$ cat src/rtl/pwm_pkg.sv
// Shared constants for the PWM period counter slice.
// Default tick width and the reset values of the active registers.
package pwm_pkg;

  localparam int unsigned PWM_BITWIDTH = 10;

  // Replicated across the tick width: the period resets to all ones,
  // and the edge tick numbers reset to zero.
  localparam logic PERIOD_RESET_BIT = 1'b1;
  localparam logic EDGE_RESET_BIT   = 1'b0;

  function automatic int unsigned shadow_width(
    input int unsigned bitwidth
  );
    return 3 * bitwidth;
  endfunction

endpackage

$ cat src/rtl/pwm_shadow_register.sv
// One-deep pending buffer with a valid/ready load side.
// Holds a word until the owner consumes it with take.
module pwm_shadow_register #(
  parameter int unsigned width = 30
) (
  input  logic             clock,
  input  logic             reset,
  input  logic             load_valid,
  output logic             load_ready,
  input  logic [width-1:0] load_data,
  input  logic             take,
  output logic [width-1:0] data,
  output logic             full
);

  assign load_ready = ~full;

  // take is only raised while full, so it never races a load.
  always_ff @(posedge clock or negedge reset) begin
    if (!reset) begin
      full <= 1'b0;
      data <= '0;
    end else if (load_valid && !full) begin
      full <= 1'b1;
      data <= load_data;
    end else if (take) begin
      full <= 1'b0;
    end
  end

endmodule

$ cat src/rtl/pwm_period_counter.sv
// PWM period counter with shadowed period and edge tick numbers.
// New settings are swapped in only at a period boundary.
module pwm_period_counter
  import pwm_pkg::*;
#(
  parameter int unsigned bitwidth = PWM_BITWIDTH
) (
  input  logic                clock,
  input  logic                reset,
  input  logic                enable,
  input  logic                update_valid,
  output logic                update_ready,
  input  logic [bitwidth-1:0] period_in,
  input  logic [bitwidth-1:0] rise_in,
  input  logic [bitwidth-1:0] fall_in,
  output logic [bitwidth-1:0] counter,
  output logic [bitwidth-1:0] tick_number_rising_edge,
  output logic [bitwidth-1:0] tick_number_falling_edge,
  output logic                wrap
);

  localparam int unsigned SW = shadow_width(bitwidth);

  localparam logic [bitwidth-1:0] PERIOD_RESET =
    {bitwidth{PERIOD_RESET_BIT}};
  localparam logic [bitwidth-1:0] EDGE_RESET =
    {bitwidth{EDGE_RESET_BIT}};

  logic [bitwidth-1:0] active_period;
  logic [SW-1:0]       pending;
  logic                pending_full;
  logic                wrap_event;
  logic                apply;

  assign wrap_event = enable && (counter == active_period);
  assign apply      = wrap_event && pending_full;

  pwm_shadow_register #(
    .width(SW)
  ) u_shadow (
    .clock     (clock),
    .reset     (reset),
    .load_valid(update_valid),
    .load_ready(update_ready),
    .load_data ({period_in, rise_in, fall_in}),
    .take      (apply),
    .data      (pending),
    .full      (pending_full)
  );

  // A set loaded on a wrap edge sees pending_full=0 there,
  // so it waits for the next boundary.
  always_ff @(posedge clock or negedge reset) begin
    if (!reset) begin
      counter                  <= '0;
      wrap                     <= 1'b0;
      active_period            <= PERIOD_RESET;
      tick_number_rising_edge  <= EDGE_RESET;
      tick_number_falling_edge <= EDGE_RESET;
    end else begin
      wrap <= wrap_event;
      if (enable) begin
        counter <= wrap_event ? '0 : counter + 1'b1;
      end
      if (apply) begin
        {active_period,
         tick_number_rising_edge,
         tick_number_falling_edge} <= pending;
      end
    end
  end

endmodule

$ cat config.mk
export PLATFORM = sky130hd
export DESIGN_NAME = pwm_period_counter
export DESIGN_NICKNAME = d
export VERILOG_FILES = /design/src/rtl/pwm_pkg.sv /design/src/rtl/pwm_shadow_register.sv /design/src/rtl/pwm_period_counter.sv
export SDC_FILE = /design/constraint.sdc
export NUM_CORES = 1
export LEC_CHECK = 0
export BUFFER_PORTS_ARGS = -buffer_cell sky130_fd_sc_hd__buf_4
export CAP_MARGIN = 20
export CORE_MARGIN = 3
export CORE_UTILIZATION = 50
export DETAILED_ROUTE_END_ITERATION = 6
export MAX_ROUTING_LAYER = met4
export PLACE_DENSITY = 0.83
export SETUP_SLACK_MARGIN = 0.1
export SYNTH_ARGS = -nofsm -noshare
export SYNTH_HDL_FRONTEND = slang
export SYNTH_SLANG_ARGS = --single-unit
$ cat constraint.sdc
create_clock -name clock -period 2.6 [get_ports clock]
set_clock_uncertainty 0.1 [all_clocks]
set_input_delay 0.26 -clock clock [delete_from_list [all_inputs] [get_ports clock]]
set_output_delay 0.26 -clock clock [all_outputs]
set_load 0.1 [all_outputs]
==> metrics, run 1 <==
number of global-route vias before repair 1923; cells on worst reg2reg path 5; min-delay src update_valid; Die W 82.41 um; post-synthesis simple-gate area fraction 0.06129; root buffer cell clkbuf_8; Inserted Clock Buffers 9; I/O pin count 66; Synth Area in Compound Gates 0.006858; main combinational cell family by area after synthesis multiplexers; area of the multi-input gates 1039 um^2; commonest non-fill, non-tap cell in the layout buf_4; hold buffers post-CTS 1; clock buffer depth 2; PostCTS Resize Cnt 0; status finished, final reports clean; worst slew pin tran 0.8756 ns; Area Growth Syn to Fin 27.35%; Die Ht 82.41 um; minimum clock period 2.070 ns; DR vias 1789; drt total wl 5.391 mm; relative slew slack 0.4163; antenna violations before repair 0; share of cells above drive strength 1 0.5776; # fillers 418; critical path launch point active_period[1]$_DFFE_PN1P_; max cap viols 0; post-synth top area share 0.5315; Final period util 0.7961; Crit path depth 5; commonest cells after routing, fill and taps aside 70 x buf_4, 59 x mux2_2, 58 x dfrtp_1, 13 x xnor2_1, 12 x nor2_1; GP Congestion 0.8049; Hold Vio Cnt, Final 0; Via density 5.126; Worst Path Arrival 2.19 ns; first-pass GRT wire length 9.004 mm; Crit path required time 2.72 ns; Post-Syn Area 2919 um^2; diodes inserted 0; GRT Resource Usage Total 0.1873; DP Wirelength 3.850 mm; final layout net count 307; Reg clk slew, reported paths 0.08 ns; Sum Neg Setup Slack 0 ns; post-synthesis register bit count 72; largest net degree at the start of global routing 73; CP top delay family flip-flops; Crit. End Element register; R2R Setup Slk 0.53 ns; Setup-failing EPs final 0; Setup Fix Bufs, Post-CTS 0; RSZ-0062 raised after global routing false; CP max stage cell dfstp_2; grt ovf 0; ys flop type dfrtp_1; Initial DRT Pass Iterations 4; Async SR Flop Fraction 1.000; worst skew pair latency 0.34 ns; post-DR wirelength/cell 15.45 um; core region area 5574 um^2; Setup crit end tick_number_falling_edge[0]$_DFFE_PN0P_; Post-synth EDFFs 0; Post-DRT Antenna Nets 0; Adder-Cell Fraction of Synth Area 0.004286; initial core utilization 0.5237; post-synthesis mux area share 0.2315; synth top area cells dfrtp_1 53%, mux2_2 23%, dfstp_2 9.0%; crit path cell chain xnor2_1 -> o2111ai_1 -> nor4_4 -> buf_4 -> mux2_2; r2r endpoint tick_number_falling_edge[0]$_DFFE_PN0P_; CP Buf/Inv Count 1; count of different cell masters after synthesis 25; TritonCTS Sinks 72; Hold Path Class in -> reg; crit path max fanout 17; FF/Latch Area 1819 um^2; TritonCTS clock tree built; type of origin of the critical path register; register area share after synthesis 0.6215; die area 6791 um^2; input/output buffers 65; Worst Setup Path Type reg -> reg; final slew viol count 0; syn_area_per_cell 14.67 um^2; XOR/XNOR share of the synthesized area 0.05101; YS warnings 0; Post-Syn Instances 199; row count 27; drt drc 0; worst r2r src active_period[1]$_DFFE_PN1P_; H-tree levels 3; drt initial violations 51; crit-path max cell delay 0.54 ns; fmax 483.1 MHz; Synth area leader dfrtp_1; Post-Syn Nets 234
==> how the worst min path moves through the flow <==
stage / to / cells after the start
final: u_shadow.full$_DFFE_PN0P_ / 3
after floorplan: counter[0]$_DFFE_PN0P_ / 0
after detailed placement: u_shadow.data[3]$_DFFE_PN0P_ / 1
after global routing: u_shadow.full$_DFFE_PN0P_ / 3
after CTS: u_shadow.full$_DFFE_PN0P_ / 3
after global placement: u_shadow.data[6]$_DFFE_PN0P_ / 1
==> cell usage after synthesis (3+ instances only) <==
| cell type | number |
|---|---|
| buf_6 | 3 |
| xor2_1 | 4 |
| nor2_1 | 12 |
| nand2_1 | 5 |
| inv_1 | 3 |
| nand2b_1 | 3 |
| xnor2_1 | 13 |
| nand4_1 | 5 |
| mux2_2 | 59 |
| dfrtp_1 | 62 |
| nand3_1 | 3 |
| dfstp_2 | 10 |
| buf_1 | 3 |
==> area by class of cell <==
| cell class | instances | area share |
|---|---|---|
| clock buffer | 11 | 0.03803 |
| clock inverter | 5 | 0.02188 |
| inverter | 3 | 0.003029 |
| multi-input combinational | 115 | 0.2794 |
| sequential | 72 | 0.4894 |
| tap | 72 | 0.02423 |
| timing repair buffer | 71 | 0.1441 |
==> registers in the layout (all words and copies together), names as in the netlist <==
name                      flops
counter                      10
u_shadow.data                30
u_shadow.full                 1
tick_number_rising_edge      10
active_period                10
wrap                          1
tick_number_falling_edge     10
==> per-layer routing <==
| metal | vias up | share of wire | GRT usage |
|---|---|---|---|
| met3 | 10 | 0.054 | 0.03579 |
| met5 | - | 0 | - |
| met4 | 0 | 0.020 | 0.09468 |
| met2 | 43 | 0.52 | 0.3173 |
| li1 | 833 | - | - |
| met1 | 903 | 0.41 | 0.2111 |
==> worst register-to-register path, stage by stage (launching register included) <==
cell and delay [ns]:
dfstp_2 0.54, xnor2_1 0.12, o2111ai_1 0.21, nor4_4 0.31
buf_4 0.29, mux2_2 0.37
==> cells by family (layout without fill, tap and decap cells) <==
group	count (synthesis)	after routing
AO/OA/AOI/OAI	3	3
XOR/XNOR	17	17
adder cells (fa/ha/maj)	1	1
buffers and inverters	12	90
flip-flops	72	72
multiplexers	60	60
AND/OR/NAND/NOR	34	34
==> per-stage QoR <==
step | hold WS (ns) | util | std cells | setup slack, ns | instance area [um^2]
after global placement | 0.3248 | 0.6251 | 332 | 0.6003 | 3485
after CTS | 0.02530 | 0.6669 | 349 | 0.5096 | 3717
final | 0.03177 | 0.6669 | 349 | 0.5301 | 3717
after detailed placement | 0.3332 | 0.6251 | 332 | 0.5341 | 3485
after floorplan | -0.1356 | - | 199 | 0.1093 | 2924
after global routing | 0.03098 | 0.6669 | 349 | 0.3866 | 3717
Power of run 1 is left out: the tool's default activity adds up to more than one toggle a clock period on the data nets, which glitch-free logic cannot reach.
==> inputs of run 2 (changes only) <==
- clock period: 2.6 -> 2.2 ns (I/O delays scaled with it)
==> run 2 against run 1 <==
  * Critical path depth did not move
  * Core utilization is 2.9 points higher
  * Global-route usage is 0.098 points lower
  * Non-clock buffer count increased by 11
  * First-iteration DRC count increased by 20%
  * Worst hold slack lost 0.014 ns
  * Clock-buffer cell count up 1
  * Setup slack got worse by 0.36 ns
  * Maximum frequency up 2.2%
  * Wire length rose by 1.5%
  * Register-to-register slack got worse by 0.36 ns
==> metrics, run 2 (synthesized netlist as in run 1, its figures left out) <==
type of origin of the critical path register; hold path cells 2; largest net degree at the start of global routing 42; DP Wirelength 3.708 mm; row count 27; number of global-route vias before repair 1834; Crit path required time 2.31 ns; Die W 82.41 um; RSZ-0062 raised after global routing true; Seq pwr share 0.372; max cap viols 0; grt ovf 0; I/O pin count 66; Sum Neg Setup Slack 0 ns; status finished, final reports clean; H-tree levels 3; antenna violations before repair 0; area of the multi-input gates 1067 um^2; Top reg by flops u_shadow.data; final slew viol count 0; root buffer cell clkbuf_8; Via density 4.989; Setup-failing EPs final 0; input/output buffers 65; total power density per cell area 1651 nW/um^2; drt initial violations 61; sw power 2.927 mW; worst slew pin tran 0.4246 ns; GRT Resource Usage Total 0.1863; Inserted Clock Buffers 9; min-delay src period_in[1]; # fillers 410; TritonCTS Sinks 72; Area Growth Syn to Fin 32.79%; first-pass GRT wire length 8.976 mm; final layout net count 318; switch share 0.4573; Clock power frac 0.157; FF/Latch Area 1849 um^2; commonest cells after routing, fill and taps aside 69 x buf_4, 59 x mux2_2, 52 x dfrtp_1, 12 x nor2_1, 11 x dlygate4sd3_1; Worst Path Arrival 2.14 ns; maximum vdd ir drop 1.247 mV; power consumption 6.401 mW; share of cells above drive strength 1 0.5903; fmax 493.7 MHz; worst r2r src active_period[9]$_DFFE_PN1P_; die area 6791 um^2; clock buffer depth 2; cells on worst reg2reg path 5; Lkg Pwr 1.759 nW; worst skew pair latency 0.33 ns; core region area 5574 um^2; Hold Path Class in -> reg; Hold WS 0.01753 ns; minimum clock period 2.026 ns; Hold Vio Cnt, Final 0; crit path max fanout 25; GP Congestion 0.8267; TritonCTS clock tree built; PostCTS Resize Cnt 0; Comb pwr share 0.470; critical path launch point active_period[9]$_DFFE_PN1P_; drt total wl 5.472 mm; Final period util 0.9207; Reg clk slew, reported paths 0.07 ns; diodes inserted 0; Pint 3.474 mW; Post-DRT Antenna Nets 0; relative slew slack 0.7169; DR vias 1796; Initial DRT Pass Iterations 4; commonest non-fill, non-tap cell in the layout buf_4; post-DR wirelength/cell 15.20 um; Die Ht 82.41 um; Worst Setup Path Type reg -> reg; max reg flops 30; Crit. End Element register; initial core utilization 0.5237; drt drc 0
==> run 2: cell count changes in the layout (fill, tap and decap cells not counted), moves of 2 or more <==
cell and delta:
dlygate4sd3_1 +10, dfrtp_4 +9, dfrtp_1 -6, dfrtp_2 -3
xnor2_1 -3, xnor2_2 +3, buf_12 +2, clkinv_2 +2
==> run 2: what timing repair did <==
action,4_1_cts,5_1_grt
setup buffers,0,0
hold endpoints to repair,36,1
hold buffers,10,1
endpoints found under the setup margin,0,19
==> run 2: cell type report <==
cell class	count	share of cell area
Inverter	3	0.002905
Clock buffer	12	0.03744
Timing Repair Buffer	82	0.1724
Tap cell	72	0.02324
Clock inverter	4	0.01162
Sequential cell	72	0.4771
Multi-Input combinational cell	115	0.2753
==> run 2: worst paths after layout <==
kind                                                          end  slack (ns)
setup reg to reg           tick_number_rising_edge[5]$_DFFE_PN0P_        0.17
hold / removal                      u_shadow.data[21]$_DFFE_PN0P_        0.02
min in group asynchronous                  counter[7]$_DFFE_PN0P_        0.26
setup / recovery           tick_number_rising_edge[5]$_DFFE_PN0P_        0.17
max in group asynchronous            active_period[9]$_DFFE_PN1P_        1.12
hold reg to reg            tick_number_rising_edge[8]$_DFFE_PN0P_        0.39
==> run 2: power groups by stage <==
stage | combinational (mW) | clock (mW) | sequential (mW)
2_1_floorplan | 0.894 | 0 | 3.87
5_1_grt | 3.16 | 1.10 | 2.47
3_3_place_gp | 2.97 | 0 | 2.39
4_1_cts | 3.03 | 1.04 | 2.39
6_report | 3.01 | 1.01 | 2.38
3_5_place_dp | 3.01 | 0 | 2.41
==> run 2: metal layers <==
| metal | GRT usage | up-vias | share of wire |
|---|---|---|---|
| li1 | - | 853 | - |
| met1 | 0.2596 | 880 | 0.46 |
| met2 | 0.2644 | 54 | 0.47 |
| met3 | 0.04338 | 9 | 0.059 |
| met4 | 0.07475 | 0 | 0.011 |
| met5 | - | - | 0 |
==> run 2: through the flow <==
| stage | utilization | worst slack (ns) | instance area [um^2] | cells |
|---|---|---|---|---|
| floorplan | - | 0.1011 | 2984 | 199 |
| global placement | 0.6415 | 0.1909 | 3576 | 333 |
| detailed placement | 0.6415 | 0.1481 | 3576 | 333 |
| CTS | 0.6936 | 0.1129 | 3866 | 359 |
| global route | 0.6954 | 0.09215 | 3876 | 360 |
| finish | 0.6954 | 0.1745 | 3876 | 360 |
==> run 2: worst max-delay path: stages (launching register included) <==
cell and delay [ns]:
dfstp_2 0.56, xnor2_2 0.12, o2111ai_2 0.17, nor4_4 0.36, buf_12 0.23, mux2_2 0.37
(Power assumes the default switching activity.)
==> inputs of run 3 (changes only) <==
- BUFFER_PORTS_ARGS: -buffer_cell sky130_fd_sc_hd__buf_4 -> -buffer_cell sky130_fd_sc_hd__clkbuf_2
- PLACE_DENSITY: 0.83 -> 0.84
==> run 3 against run 2 <==
  * Sequential share of layout area increased by 0.11 points
  * Cell area decreased by 0.23%
  * Setup slack got worse by 0.0093 ns
  * Non-clock buffer count increased by 8
  * First-iteration DRC count increased by 38%
  * Maximum frequency decreased by 0.46%
  * Sequential cell count unchanged
  * Via count increased by 4.8%
  * Highest routed layer unchanged
==> metrics, run 3 (synthesized netlist as in run 1, its figures left out) <==
commonest cells after routing, fill and taps aside 64 x clkbuf_2, 59 x mux2_2, 52 x dfrtp_1, 18 x dlygate4sd3_1, 12 x nor2_1; Die Ht 82.41 um; number of global-route vias before repair 2036; Initial DRT Pass Iterations 4; Sum Neg Setup Slack 0 ns; Die W 82.41 um; row count 27; Top reg by flops u_shadow.data; input/output buffers 65; type of origin of the critical path register; antenna violations before repair 0; drt total wl 5.840 mm; die area 6791 um^2; # fillers 385; initial core utilization 0.5237; Crit. End Element register; max cap viols 0; final layout net count 326; TritonCTS clock tree built; clock buffer depth 2; worst slew pin tran 0.5500 ns; FF/Latch Area 1849 um^2; commonest non-fill, non-tap cell in the layout clkbuf_2; first-pass GRT wire length 9.584 mm; drt initial violations 84; status finished, final reports clean; Reg clk slew, reported paths 0.08 ns; DR vias 1882; diodes inserted 0; Worst Setup Path Type reg -> reg; Area Growth Syn to Fin 32.49%; post-DR wirelength/cell 15.87 um; GP Congestion 0.7010; crit path max fanout 16; worst skew pair latency 0.34 ns; Final period util 0.9249; RSZ-0062 raised after global routing true; fmax 491.4 MHz; final slew viol count 0; share of cells above drive strength 1 0.5811; I/O pin count 66; DP Wirelength 3.694 mm; PostCTS Resize Cnt 0; GRT Resource Usage Total 0.2000; Inserted Clock Buffers 9; max reg flops 30; Via density 5.114; relative slew slack 0.6349; root buffer cell clkbuf_8; minimum clock period 2.035 ns; Finished Core Util 0.6938; H-tree levels 3; Crit path required time 2.33 ns; Worst Path Arrival 2.16 ns; core region area 5574 um^2; Setup-failing EPs final 0; TritonCTS Sinks 72; Post-DRT Antenna Nets 0; Hold Vio Cnt, Final 0; Hold Path Class in -> reg; drt drc 0; largest net degree at the start of global routing 57; grt ovf 0; area of the multi-input gates 1067 um^2
[run 3: path summary, 6_finish.rpt]
path,from,end,slack (ns),depth (start not counted)
max in group asynchronous,reset,active_period[6]$_DFFE_PN1P_,1.08,3
hold / removal,fall_in[1],u_shadow.data[1]$_DFFE_PN0P_,0.01,2
setup reg to reg,counter[6]$_DFFE_PN0P_,tick_number_rising_edge[1]$_DFFE_PN0P_,0.17,6
setup / recovery,counter[6]$_DFFE_PN0P_,tick_number_rising_edge[1]$_DFFE_PN0P_,0.17,6
min in group asynchronous,reset,u_shadow.data[19]$_DFFE_PN0P_,0.26,2
hold reg to reg,tick_number_rising_edge[8]$_DFFE_PN0P_,tick_number_rising_edge[8]$_DFFE_PN0P_,0.39,1
[run 3: layout make-up]
type	instances	share of cell area
flip-flops and latches	72	0.4782
multi-input cells	115	0.2760
clock inverters	5	0.02685
clock buffers	11	0.03656
inverters	3	0.002912
repair buffers	90	0.1563
well taps	72	0.02329
[run 3: through the flow]
stage               instance area [um^2]  worst slack [ns]  hold slack [ns]  instances
floorplan                           2984            0.1011          -0.1756        199
global placement                    3398            0.2242          0.06239        331
detailed placement                  3398            0.1380          0.06264        331
CTS                                 3824            0.1237         0.001133        365
global route                        3867           0.06552         0.007698        368
finish                              3867            0.1652          0.01383        368
[run 3: repair_timing]
item	4_1_cts	5_1_grt
setup endpoints to repair	0	20
buffers inserted	0	1
hold buffers	18	0
hold endpoints to repair	33	0
[run 3: metal layers]
metal  vias to the layer above  share of wire  track usage  wire length, um
li1                        871              -            -                -
met1                       945           0.45       0.2533             2608
met2                        57           0.47       0.2965             2769
met3                         9          0.063      0.06616              369
met4                         0          0.016      0.08306               92
met5                         -              0            -                0
[run 3: worst max-delay path: stages, from the launching register on]
cell and delay (ns):
dfrtp_4 0.51, xnor2_1 0.16, nand3_1 0.16, nor4_4 0.29
buf_4 0.18, buf_12 0.16, mux2_2 0.34
Power of run 3 is left out for the same reason.
